<file path="src/rtl/mem_stage_if.sv">
// Data-memory port bundle between the MEM stage and data memory.
// The stage is the master; memory answers with ack and read data.
interface mem_stage_if;
    logic        dmem_req;
    logic        dmem_we;
    logic [63:0] dmem_addr;
    logic [63:0] dmem_wdata;
    logic [7:0]  dmem_be;
    logic        dmem_ack;
    logic [63:0] dmem_rdata;

    modport master (
        output dmem_req,
        output dmem_we,
        output dmem_addr,
        output dmem_wdata,
        output dmem_be,
        input  dmem_ack,
        input  dmem_rdata
    );

    modport slave (
        input  dmem_req,
        input  dmem_we,
        input  dmem_addr,
        input  dmem_wdata,
        input  dmem_be,
        output dmem_ack,
        output dmem_rdata
    );
endinterface

</file>
<file path="src/rtl/mem_stage.sv">
// MEM stage: variable-latency data-memory handshake, byte lane
// alignment, pipeline stall generation and the MEM/WB register.
module mem_stage #(
    parameter int MAX_WAIT = 15
) (
    input  logic        clk,
    input  logic        reset,
    input  logic        memWrite_E_MEM,
    input  logic        mem_read_MEM,
    input  logic        MemToReg_MEM,
    input  logic        regWrite_E_MEM,
    input  logic [4:0]  regWrite_MEM,
    input  logic [63:0] ALU_out_MEM,
    input  logic [63:0] mem_Din_MEM,
    input  logic        byte_MEM,
    mem_stage_if.master bus,
    output logic        stall_MEM,
    output logic        dmem_err,
    output logic        regWrite_E_WB,
    output logic        MemToReg_WB,
    output logic [4:0]  regWrite_WB,
    output logic [63:0] ALU_out_WB,
    output logic [63:0] mem_Dout_WB
);

    typedef enum logic {
        S_IDLE,
        S_WAIT
    } state_t;

    localparam logic [7:0] LP_MAX = 8'(MAX_WAIT);

    state_t      r_state;
    logic [7:0]  r_cnt;
    logic        r_err;
    logic        r_rwe;
    logic        r_m2r;
    logic [4:0]  r_rd;
    logic [63:0] r_alu;
    logic [63:0] r_dout;

    logic [2:0]  w_off;
    logic        w_active;
    logic        w_misalign;
    logic        w_legal;
    logic        w_req;
    logic        w_limit;
    logic        w_abort;
    logic        w_stall;
    logic [7:0]  w_byte;
    logic [63:0] w_load;

    assign w_off      = ALU_out_MEM[2:0];
    assign w_active   = memWrite_E_MEM | mem_read_MEM;
    assign w_misalign = w_active & ~byte_MEM & (w_off != 3'd0);
    assign w_legal    = w_active & ~w_misalign;
    assign w_req      = reset & w_legal;
    assign w_limit    = (r_state == S_WAIT) && (r_cnt == LP_MAX);
    assign w_abort    = w_req & ~bus.dmem_ack & w_limit;
    assign w_stall    = w_req & ~bus.dmem_ack & ~w_limit;
    assign w_byte     = bus.dmem_rdata[{w_off, 3'b000} +: 8];

    // Load data: a store wins over a simultaneous load and returns 0.
    always_comb begin
        w_load = '0;
        if (mem_read_MEM && !memWrite_E_MEM) begin
            if (byte_MEM) begin
                w_load = {56'd0, w_byte};
            end else begin
                w_load = bus.dmem_rdata;
            end
        end
    end

    assign bus.dmem_req   = w_req;
    assign bus.dmem_we    = w_req & memWrite_E_MEM;
    assign bus.dmem_addr  = {ALU_out_MEM[63:3], 3'b000};
    assign bus.dmem_wdata = byte_MEM ? {8{mem_Din_MEM[7:0]}}
                                     : mem_Din_MEM;
    assign bus.dmem_be    = byte_MEM ? (8'b1 << w_off) : 8'hFF;

    assign stall_MEM     = w_stall;
    assign dmem_err      = r_err;
    assign regWrite_E_WB = r_rwe;
    assign MemToReg_WB   = r_m2r;
    assign regWrite_WB   = r_rd;
    assign ALU_out_WB    = r_alu;
    assign mem_Dout_WB   = r_dout;

    // Handshake FSM: count cycles spent waiting for ack.
    always_ff @(posedge clk) begin
        if (!reset) begin
            r_state <= S_IDLE;
            r_cnt   <= '0;
        end else begin
            unique case (r_state)
                S_IDLE: begin
                    if (w_stall) begin
                        r_state <= S_WAIT;
                        r_cnt   <= 8'd1;
                    end
                end
                S_WAIT: begin
                    if (!w_stall) begin
                        r_state <= S_IDLE;
                        r_cnt   <= '0;
                    end else begin
                        r_cnt <= r_cnt + 8'd1;
                    end
                end
            endcase
        end
    end

    // Sticky error on misalignment or timeout, cleared only by reset.
    always_ff @(posedge clk) begin
        if (!reset) begin
            r_err <= 1'b0;
        end else if (w_misalign || w_abort) begin
            r_err <= 1'b1;
        end
    end

    // MEM/WB register: bubble while stalled or on a failed access.
    always_ff @(posedge clk) begin
        if (!reset || w_stall || w_misalign || w_abort) begin
            r_rwe  <= 1'b0;
            r_m2r  <= 1'b0;
            r_rd   <= '0;
            r_alu  <= '0;
            r_dout <= '0;
        end else begin
            r_rwe  <= regWrite_E_MEM;
            r_m2r  <= MemToReg_MEM;
            r_rd   <= regWrite_MEM;
            r_alu  <= ALU_out_MEM;
            r_dout <= w_load;
        end
    end

endmodule
</file>
<file path="src/flat_wrapper.sv">
// flat-port wrapper written by rule: the top's interface ports become plain ports
module mem_stage_flat 
#(
    parameter int MAX_WAIT = 15
)
  (clk, reset, memWrite_E_MEM, mem_read_MEM, MemToReg_MEM, regWrite_E_MEM, regWrite_MEM, ALU_out_MEM, mem_Din_MEM, byte_MEM, stall_MEM, dmem_err, regWrite_E_WB, MemToReg_WB, regWrite_WB, ALU_out_WB, mem_Dout_WB, bus_dmem_req, bus_dmem_we, bus_dmem_addr, bus_dmem_wdata, bus_dmem_be, bus_dmem_ack, bus_dmem_rdata);
  mem_stage_if bus_i ();
  input  logic clk;
  input  logic reset;
  input  logic memWrite_E_MEM;
  input  logic mem_read_MEM;
  input  logic MemToReg_MEM;
  input  logic regWrite_E_MEM;
  input  logic [4:0] regWrite_MEM;
  input  logic [63:0] ALU_out_MEM;
  input  logic [63:0] mem_Din_MEM;
  input  logic byte_MEM;
  output logic stall_MEM;
  output logic dmem_err;
  output logic regWrite_E_WB;
  output logic MemToReg_WB;
  output logic [4:0] regWrite_WB;
  output logic [63:0] ALU_out_WB;
  output logic [63:0] mem_Dout_WB;
  output wire logic [$bits(bus_i.dmem_req)-1:0] bus_dmem_req;
  output wire logic [$bits(bus_i.dmem_we)-1:0] bus_dmem_we;
  output wire logic [$bits(bus_i.dmem_addr)-1:0] bus_dmem_addr;
  output wire logic [$bits(bus_i.dmem_wdata)-1:0] bus_dmem_wdata;
  output wire logic [$bits(bus_i.dmem_be)-1:0] bus_dmem_be;
  input wire logic [$bits(bus_i.dmem_ack)-1:0] bus_dmem_ack;
  input wire logic [$bits(bus_i.dmem_rdata)-1:0] bus_dmem_rdata;
  assign bus_dmem_req = bus_i.dmem_req;
  assign bus_dmem_we = bus_i.dmem_we;
  assign bus_dmem_addr = bus_i.dmem_addr;
  assign bus_dmem_wdata = bus_i.dmem_wdata;
  assign bus_dmem_be = bus_i.dmem_be;
  assign bus_i.dmem_ack = bus_dmem_ack;
  assign bus_i.dmem_rdata = bus_dmem_rdata;
  mem_stage #(.MAX_WAIT(MAX_WAIT)) u_core (.clk(clk), .reset(reset), .memWrite_E_MEM(memWrite_E_MEM), .mem_read_MEM(mem_read_MEM), .MemToReg_MEM(MemToReg_MEM), .regWrite_E_MEM(regWrite_E_MEM), .regWrite_MEM(regWrite_MEM), .ALU_out_MEM(ALU_out_MEM), .mem_Din_MEM(mem_Din_MEM), .byte_MEM(byte_MEM), .bus(bus_i), .stall_MEM(stall_MEM), .dmem_err(dmem_err), .regWrite_E_WB(regWrite_E_WB), .MemToReg_WB(MemToReg_WB), .regWrite_WB(regWrite_WB), .ALU_out_WB(ALU_out_WB), .mem_Dout_WB(mem_Dout_WB));
endmodule
</file>
<file path="config.mk">
export PLATFORM = sky130hd
export DESIGN_NAME = mem_stage_flat
export DESIGN_NICKNAME = d
export VERILOG_FILES = /design/src/rtl/mem_stage_if.sv /design/src/rtl/mem_stage.sv /design/src/flat_wrapper.sv
export SDC_FILE = /design/constraint.sdc
export NUM_CORES = 1
export LEC_CHECK = 0
export ABC_AREA = 1
export BUFFER_PORTS_ARGS = -buffer_cell sky130_fd_sc_hd__buf_2
export CAP_MARGIN = 20
export CELL_PAD_IN_SITES_DETAIL_PLACEMENT = 1
export CELL_PAD_IN_SITES_GLOBAL_PLACEMENT = 1
export CORE_AREA = 2 2 186 188
export DETAILED_ROUTE_END_ITERATION = 6
export DIE_AREA = 0 0 188 190
export PLACE_DENSITY = 0.73
export SLEW_MARGIN = 0
export SYNTH_ARGS = -nofsm -noshare
export SYNTH_HDL_FRONTEND = slang
export SYNTH_SLANG_ARGS = --single-unit
</file>
<file path="constraint.sdc">
create_clock -name clk -period 3.7 [get_ports clk]
set_input_delay 0.185 -clock clk [delete_from_list [all_inputs] [get_ports clk]]
set_output_delay 0.185 -clock clk [all_outputs]
set_load 0.03 [all_outputs]
</file>
* After elaboration in Yosys (flattened, before gate mapping)
Index checks and enable logic that the tools add are counted.
Operators by class: shift operators 2, bitwise operators 15, equality and inequality tests 2, reduce and logical (&&, ||, !) cells 11, $add $sub $neg 1, multiplexer cells 7
Operators with widths (count):
- $mux W64 | 1
- $shiftx A64 B7 Y8 | 1
- $mux W8 | 4
- $pmux W8 S2 | 1
- $add A8 B1 Y8 const B | 1
- $and A1 B1 Y1 | 8
- $eq A8 B4 Y1 const B | 1
- $shl A1 B3 Y8 const A | 1
- $not A1 Y1 | 6
- $logic_or A1 B1 Y1 | 4
- $reduce_bool A3 Y1 | 1
- $reduce_or A3 Y1 | 1
- $logic_and A1 B1 Y1 | 2
- $logic_not A1 Y1 | 2
- $ne A2 B1 Y1 const B | 1
- $reduce_or A2 Y1 | 1
- $mux W1 | 1
- $or A1 B1 Y1 | 1
Storage, ports and cells: logic and storage cells 47, input port bits 205, output and inout port bits 275, flip-flop bits (word level) 145

* Longest topological paths before layout
Gate-level depths: netlist (run 1).
depth in word-level cells 12, gate-level depth with buffers 11, mapped depth without buffers 9

* Worst setup path before layout (run 1)
Ideal clock, no wire load.
path type register to register, start register u_core.r_cnt[0], end register u_core.r_cnt[1], cell stages (with the launch flop) 9, library setup time 0.070 ns, data arrival time 1.559 ns, period minus slack after synthesis 1.629 ns, slack 2.071 ns, data required time 3.630 ns, path buffers 0, cells stage by stage dfxtp_1 -> ha_1 -> nand3_1 -> nor2_1 -> nand2_1 -> inv_1 -> nor2_1 -> nand3_1 -> a21oi_1
Between the ends: longest elaborated chain between the ends 6, elaborated cells between the ends (all ways) 8, classes of those cells add/sub (1); eq/ne (2); mux (2); bitwise (2); reduce/logical (1)
RTL lines:
- start, declared | line mem_stage.sv:34 | logic [7:0] r_cnt;
- start signal, assigned | line mem_stage.sv:108 | r_cnt <= r_cnt + 8'd1;
- $eq A8 B4 Y1 * | line mem_stage.sv:58 | assign w_limit = (r_state == S_WAIT) && (r_cnt == LP_MAX);
- $logic_and A1 B1 Y1 * | line mem_stage.sv:58
- $not A1 Y1 * | line mem_stage.sv:60 | assign w_stall = w_req & ~bus.dmem_ack & ~w_limit;
- $and A1 B1 Y1 * | line mem_stage.sv:60
- net stall_MEM | line flat_wrapper.sv:18 | output logic stall_MEM;
- $mux W8 | line mem_stage.sv:104 | if (!w_stall) begin
- $pmux W8 S2 | line mem_stage.sv:96 | unique case (r_state)
The timed path passes the listed nets; every way through them passes the cells marked *. A chain may end at the register's enable or synchronous reset.

* Final worst setup path (run 1)
start input ALU_out_MEM[1], end output bus_dmem_be[2]
Between the ends: longest elaborated chain between the ends 2
RTL lines:
- start, declared | line flat_wrapper.sv:15 | input logic [63:0] ALU_out_MEM;
- $shl A1 B3 Y8 | line mem_stage.sv:80 | assign bus.dmem_be = byte_MEM ? (8'b1 << w_off) : 8'hFF;
- $mux W8 | line mem_stage.sv:80
- end, declared | line flat_wrapper.sv:29 | output wire logic [$bits(bus_i.dmem_be)-1:0] bus_dmem_be;
Every way passes these cells.

==> flow_summary_export.csv, run 1 <==
group,metric,value,unit
clock_network,cts.clk_slew.worst_paths,0.06,ns
drt,vias_per_cell,3.872,
power_and_ir_drop,ir_drop,0.2955,mV
setup_path,crit_fanout,18,
sta,grt_setup_unrepaired,"no",
sta,slew_viol_final,0,
yosys,synth-seq-area-share,47.16,%
cells_and_area,fin_cells,1846,
cells_and_area,diodes,0,
setup_path,crit_type,"in2out",
drt,routed_wl,27610,um
clock_network,clock_latency,0.43,ns
drt,vias,7147,
floorplanning,rows,68,
yosys,syn_area_per_cell,7.140,um2
place,gp_congestion,0.8179,
setup_path,endpoint_kind,"primary output",
clock_network,holdBufCountCts,122,
yosys,synthFlopType,"dfxtp_1",
cells_and_area,final_common_cell,"buf_2",
cells_and_area,fin_nets,1587,
sta,max-slew-margin-rel,43.52,%
cells_and_area,multi_input_area,0.002013,mm2
place,portBuffers,476,
cells_and_area,seq_area,0.002903,mm2
cells_and_area,postLayoutCoreUtil,30.20,%
global_routing,antenna_found_initial,0,
run,drv_cap,0,
sta,layout_setup_ws,1.566,ns
sta,fin_crit,2.134,ns
clock_network,ctsResizeCount,0,
floorplanning,pin_count,480,
drt,drc,0,
place,place_area,0.008431,mm2
floorplanning,start_util,18.13,%
floorplanning,die_h,190,um
sta,tightest_slew,0.8473,ns
clock_network,cts_made_buffers,17,
setup_path,cp.required,3.51,ns
yosys,yosysWarnings,0,
clock_network,cts_buffer_depth,2,
cells_and_area,final_area,0.01025,mm2
yosys,synthCells,862,
place,dp_cells,1694,
global_routing,grt_pass1_vias,7585,
sta,finalCritPeriodShare,57.68,%
yosys,async_flop_share,0,%
clock_network,cts_htree_levels,4,
floorplanning,core_area,0.03395,mm2
clock_network,postCtsSetupRepairBufs,0,
drt,antenna_left,0,
yosys,synth_edf_count,0,
power_and_ir_drop,p_leak,5.946,nW
clock_network,cts_tree,"yes",
status,status,"completed",
drt,drtIter0Drc,204,
sta,finalSetupViolations,0,
drt,wl_per_cell,14.96,um
clock_network,clockRootBuffer,"clkbuf_16",
cells_and_area,final_cell_mix,"buf_2 (476), nand2_1 (247), dfxtp_1 (145), inv_1 (135), dlygate4sd3_1 (123)",
sta,finalHoldViolations,0,
setup_path,crit_arrival,1.95,ns
sta,finalSetupTns,0,ns
global_routing,grtUsageTotal,15.06,%
hold_path,hp-class,"in2reg",
place,dp_hpwl,18920,um
global_routing,grt_max_degree,72,
clock_network,clkSinkCount,145,
yosys,synth_seq_cells,145,
sta,fmax,0.4686,GHz
global_routing,grt_overflow,0,
floorplanning,die_area,0.03572,mm2
sta,clock_skew,0.002021,ns
cells_and_area,area_delta_synth_final,66.56,%
global_routing,grt_pass1_wl,41610,um
yosys,mappedNetlistArea,0.006155,mm2
yosys,synth_cell_type_count,25,
power_and_ir_drop,p_per_area,425.9,mW/mm2
cells_and_area,fill_cells,4234,
setup_path,cp-start-kind,"input port",
cells_and_area,drive_gt1_share,39.54,%
place,dp_worst_setup_slack,1.422,ns
drt,dr.pass1.iters,4,
floorplanning,die_w,188,um
-- critical path, cell delays in order --
cell	delay [ns]
buf_2	0.34
clkinv_1	0.58
nor2_1	0.43
nand2_1	0.13
nand2_1	0.08
buf_2	0.19
-- final timing paths --
check	from	endpoint	slack [ns]	cells past startpoint
max	ALU_out_MEM[1]	bus_dmem_be[2]	1.57	6
min	bus_dmem_rdata[10]	u_core.mem_Dout_WB[10]	0.03	3
min reg2reg	u_core.r_cnt[1]	u_core.r_cnt[1]	0.52	2
max reg2reg	u_core.r_cnt[0]	u_core.r_cnt[5]	2.13	9
-- power breakdown --
| group | leakage, nW | switching [mW] | internal [mW] |
|---|---|---|---|
| Combinational | 4.48 | 0.635 | 0.330 |
| Sequential | 1.18 | 0.0177 | 1.62 |
| Clock | 0.283 | 0.685 | 1.08 |
-- sequential cells by signal (all words and copies together), names as in the netlist --
name                  cells
u_core.mem_Dout_WB       64
u_core.MemToReg_WB        1
u_core.r_cnt              8
u_core.dmem_err           1
u_core.regWrite_E_WB      1
u_core.ALU_out_WB        64
u_core.r_state            1
u_core.regWrite_WB        5
-- final cells by class --
| cell class | count | share of cell area (%) |
|---|---|---|
| timing repair buffer | 604 | 35.62 |
| clock buffer | 19 | 4.418 |
| clock inverter | 10 | 1.330 |
| multi-input combinational | 473 | 19.64 |
| tap | 455 | 5.554 |
| inverter | 140 | 5.126 |
| sequential | 145 | 28.32 |
-- per-layer routing --
layer	wire, um	track usage, %
met4	626	5.482
met1	10690	16.37
met2	14410	27.85
met3	1880	4.169
met5	0	0
-- stage by stage --
stage | hold slack [ns] | power [mW]
2_1_floorplan | 0.2972 | 2.236
6_report | 0.02820 | 4.366
3_5_place_dp | 0.4096 | 2.521
5_1_grt | 0.001117 | 4.569
3_3_place_gp | 0.3998 | 2.511
4_1_cts | 0.001131 | 4.412
-- kinds of logic after synthesis --
logic type / share of synthesized area (%)
xor gates and xnor gates: 0.8538
adders and majority gates: 0.2033
AOI/OAI and AO/OA: 3.781
buffers and inverters: 20.25
DFF: 47.16
and+or+nand+nor: 27.69
other: 0.06093
-- synth_stat cells (4+ instances only) --
master | n | area share [%]
a21oi_1 | 12 | 0.98
dfxtp_1 | 145 | 47
inv_2 | 4 | 0.24
nand3_1 | 10 | 0.81
clkbuf_1 | 15 | 0.91
buf_1 | 6 | 0.37
nand2_1 | 247 | 15
nor2_2 | 30 | 3.0
nand4_1 | 4 | 0.41
buf_2 | 6 | 0.49
inv_1 | 135 | 8.2
buf_6 | 5 | 0.91
xor2_1 | 6 | 0.85
buf_4 | 74 | 9.0
o21ai_0 | 33 | 2.7
nor2_1 | 119 | 7.3
(Power assumes the default switching activity.)
==> run 2, diff against run 1 <==
--- a/config.mk
+++ b/config.mk
@@ -5,7 +5,7 @@
 export SDC_FILE = /design/constraint.sdc
 export NUM_CORES = 1
 export LEC_CHECK = 0
-export ABC_AREA = 1
+export ABC_AREA = 0
 export BUFFER_PORTS_ARGS = -buffer_cell sky130_fd_sc_hd__buf_2
 export CAP_MARGIN = 20
 export CELL_PAD_IN_SITES_DETAIL_PLACEMENT = 1
@@ -13,7 +13,7 @@
 export CORE_AREA = 2 2 186 188
 export DETAILED_ROUTE_END_ITERATION = 6
 export DIE_AREA = 0 0 188 190
-export PLACE_DENSITY = 0.73
+export PLACE_DENSITY = 0.69
 export SLEW_MARGIN = 0
 export SYNTH_ARGS = -nofsm -noshare
 export SYNTH_HDL_FRONTEND = slang
==> constraint.sdc (replaced) <==
create_clock -name clk -period 2.1 [get_ports clk]
set_input_delay 0.105 -clock clk [delete_from_list [all_inputs] [get_ports clk]]
set_output_delay 0.105 -clock clk [all_outputs]
set_load 0.03 [all_outputs]
==> flow_summary_export.csv, run 2 <==
group,metric,value,unit
status,status,"completed",
cells_and_area,area_delta_synth_final,72.00,%
setup_path,reg2reg_from,"u_core.r_cnt[0]",
clock_network,cts_made_buffers,17,
hold_path,worstHoldPathCells,2,
yosys,synth_top_area_share,48.80,%
drt,dr.pass1.iters,4,
hold_path,hp-class,"in2reg",
global_routing,grt_pass1_vias,7151,
yosys,yosysTopAreaCell,"dfxtp_1",
setup_path,endpoint_kind,"primary output",
sta,clock_skew,0.003991,ns
setup_path,crit_fanout,10,
sta,fin_crit,2.012,ns
power_and_ir_drop,p_total,7.325,mW
cells_and_area,seq_area,0.002904,mm2
sta,grt_setup_unrepaired,"no",
cells_and_area,fin_cells,1646,
drt,drc,0,
power_and_ir_drop,ir_drop,0.3951,mV
power_and_ir_drop,p_leak,5.302,nW
yosys,synth.most_common_cell,"dfxtp_1",
sta,fmax,0.4971,GHz
yosys,synth_seq_cells,145,
setup_path,rr_endpoint,"u_core.r_cnt[2]",
clock_network,cts_buffer_depth,2,
sta,finalSetupTns,0,ns
drt,drtIter0Drc,206,
drt,vias,6585,
setup_path,r2r_slack,0.28,ns
floorplanning,pin_count,480,
drt,routed_wl,28270,um
floorplanning,start_util,17.52,%
setup_path,cp-start-kind,"register",
setup_path,reg2reg_depth,6,
drt,wl_per_cell,17.18,um
cells_and_area,final_area,0.01023,mm2
yosys,synth_common_cells,"dfxtp_1 (145), and2_1 (126), buf_4 (74)",
yosys,synth-seq-area-share,48.80,%
global_routing,antenna_found_initial,3,
yosys,yosysWarnings,0,
place,place_area,0.008315,mm2
floorplanning,die_h,190,um
cells_and_area,fin_nets,1381,
clock_network,postCtsSetupRepairBufs,0,
drt,vias_per_cell,4.001,
global_routing,grtUsageTotal,15.20,%
sta,slew_viol_final,0,
setup_path,crit_arrival,1.91,ns
floorplanning,die_w,188,um
yosys,synth_area_leaders,"dfxtp_1 (49%), and2_1 (13%), buf_4 (9.3%)",
sta,finalHoldViolations,0,
place,dp_cells,1479,
cells_and_area,fill_cells,4088,
clock_network,clock_latency,0.43,ns
yosys,synth_cell_type_count,52,
yosys,mappedNetlistArea,0.005948,mm2
floorplanning,die_area,0.03572,mm2
global_routing,grt_max_degree,75,
run,drv_cap,0,
yosys,synth_edf_count,0,
hold_path,holdPathEnd,"u_core.mem_Dout_WB[15]",
cells_and_area,drive_gt1_share,44.78,%
sta,holdWs,0.05570,ns
global_routing,grt_overflow,0,
clock_network,clockRootBuffer,"clkbuf_16",
yosys,synthFlopType,"dfxtp_1",
place,gp_congestion,0.7830,
setup_path,crit_type,"reg2out",
drt,antenna_left,0,
floorplanning,core_area,0.03395,mm2
yosys,syn_area_per_cell,9.208,um2
cells_and_area,multi_input_area,0.002147,mm2
hold_path,min_from,"bus_dmem_rdata[15]",
yosys,synthCells,646,
floorplanning,rows,68,
sta,max-slew-margin-rel,50.05,%
cells_and_area,final_cell_mix,"buf_2 (475), dfxtp_1 (144), dlygate4sd3_1 (132), and2_1 (126), o21ai_0 (63)",
clock_network,cts_htree_levels,4,
power_and_ir_drop,p_per_area,716.0,mW/mm2
yosys,async_flop_share,0,%
place,dp_hpwl,19190,um
clock_network,cts_tree,"yes",
sta,finalSetupViolations,0,
setup_path,cp.required,2.00,ns
sta,tightest_slew,0.7443,ns
sta,finalCritPeriodShare,95.80,%
clock_network,cts.clk_slew.worst_paths,0.07,ns
place,portBuffers,476,
global_routing,grt_pass1_wl,41180,um
cells_and_area,final_common_cell,"buf_2",
clock_network,clkSinkCount,145,
[run 2: cell type report]
| class | count | share of cell area, % |
|---|---|---|
| timing repair buffer | 617 | 37.32 |
| sequential | 145 | 28.38 |
| multi-input combinational | 334 | 20.99 |
| tap | 455 | 5.564 |
| clock buffer | 18 | 4.293 |
| inverter | 60 | 2.201 |
| clock inverter | 14 | 1.174 |
| antenna | 3 | 0.07338 |
[run 2: cells by family after synthesis]
logic type / count (synthesis) / share of synthesized area, %
xor+xnor: 4 / 0.5889
mux: 12 / 2.146
fa+ha+maj: 1 / 0.2103
buf+inv: 169 / 15.63
simple gates: 204 / 20.72
compound gates: 110 / 11.84
other cells: 1 / 0.06304
flops: 145 / 48.80
[run 2: through the flow]
| step | utilization, % | setup slack, ns |
|---|---|---|
| 3_5_place_dp | 24.50 | 0.2089 |
| 3_3_place_gp | 24.50 | 0.2330 |
| 6_report | 30.14 | 0.08826 |
| 5_1_grt | 30.13 | 0.008231 |
| 2_1_floorplan | - | 0.1199 |
| 4_1_cts | 30.09 | 0.03953 |
[run 2: layer usage]
layer  GRT usage [%]  vias up  routed length [um]
li1                -     3086                   -
met1           15.33     3119               10420
met2           29.53      335               15320
met3           3.616       45                1739
met4           6.632        0                 794
met5               0        -                   0
[run 2: worst max-delay path by stage]
| stage | startpoint | to | cells past startpoint |
|---|---|---|---|
| 3_5_place_dp | u_core.r_cnt[0] | u_core.r_cnt[2] | 6 |
| 6_report | u_core.r_cnt[0] | stall_MEM | 6 |
| 4_1_cts | u_core.r_cnt[0] | stall_MEM | 6 |
| 2_1_floorplan | u_core.r_cnt[0] | u_core.r_cnt[3] | 7 |
| 3_3_place_gp | u_core.r_cnt[0] | u_core.r_cnt[2] | 6 |
| 5_1_grt | u_core.r_cnt[0] | stall_MEM | 6 |
[run 2: worst max-delay path: stages, from the launching register on]
cell and delay [ns]:
dfxtp_2 0.35, ha_1 0.22, and4_4 0.21, a211o_1 0.30
buf_6 0.16, nor2_4 0.10, buf_6 0.15
[run 2: where the power goes]
part / total [mW] / internal, mW / switching, mW / leakage, nW
logic: 1.55 / 0.585 / 0.967 / 3.86
clock network: 2.93 / 1.58 / 1.35 / 0.269
registers: 2.84 / 2.82 / 0.0228 / 1.18
total: 7.33 / 4.99 / 2.34 / 5.30
[run 2: what timing repair did]
action                                  CTS  global route
hold endpoints to repair                133             0
hold buffers                            132             0
endpoints found under the setup margin    1             1
resized for setup                         7             2
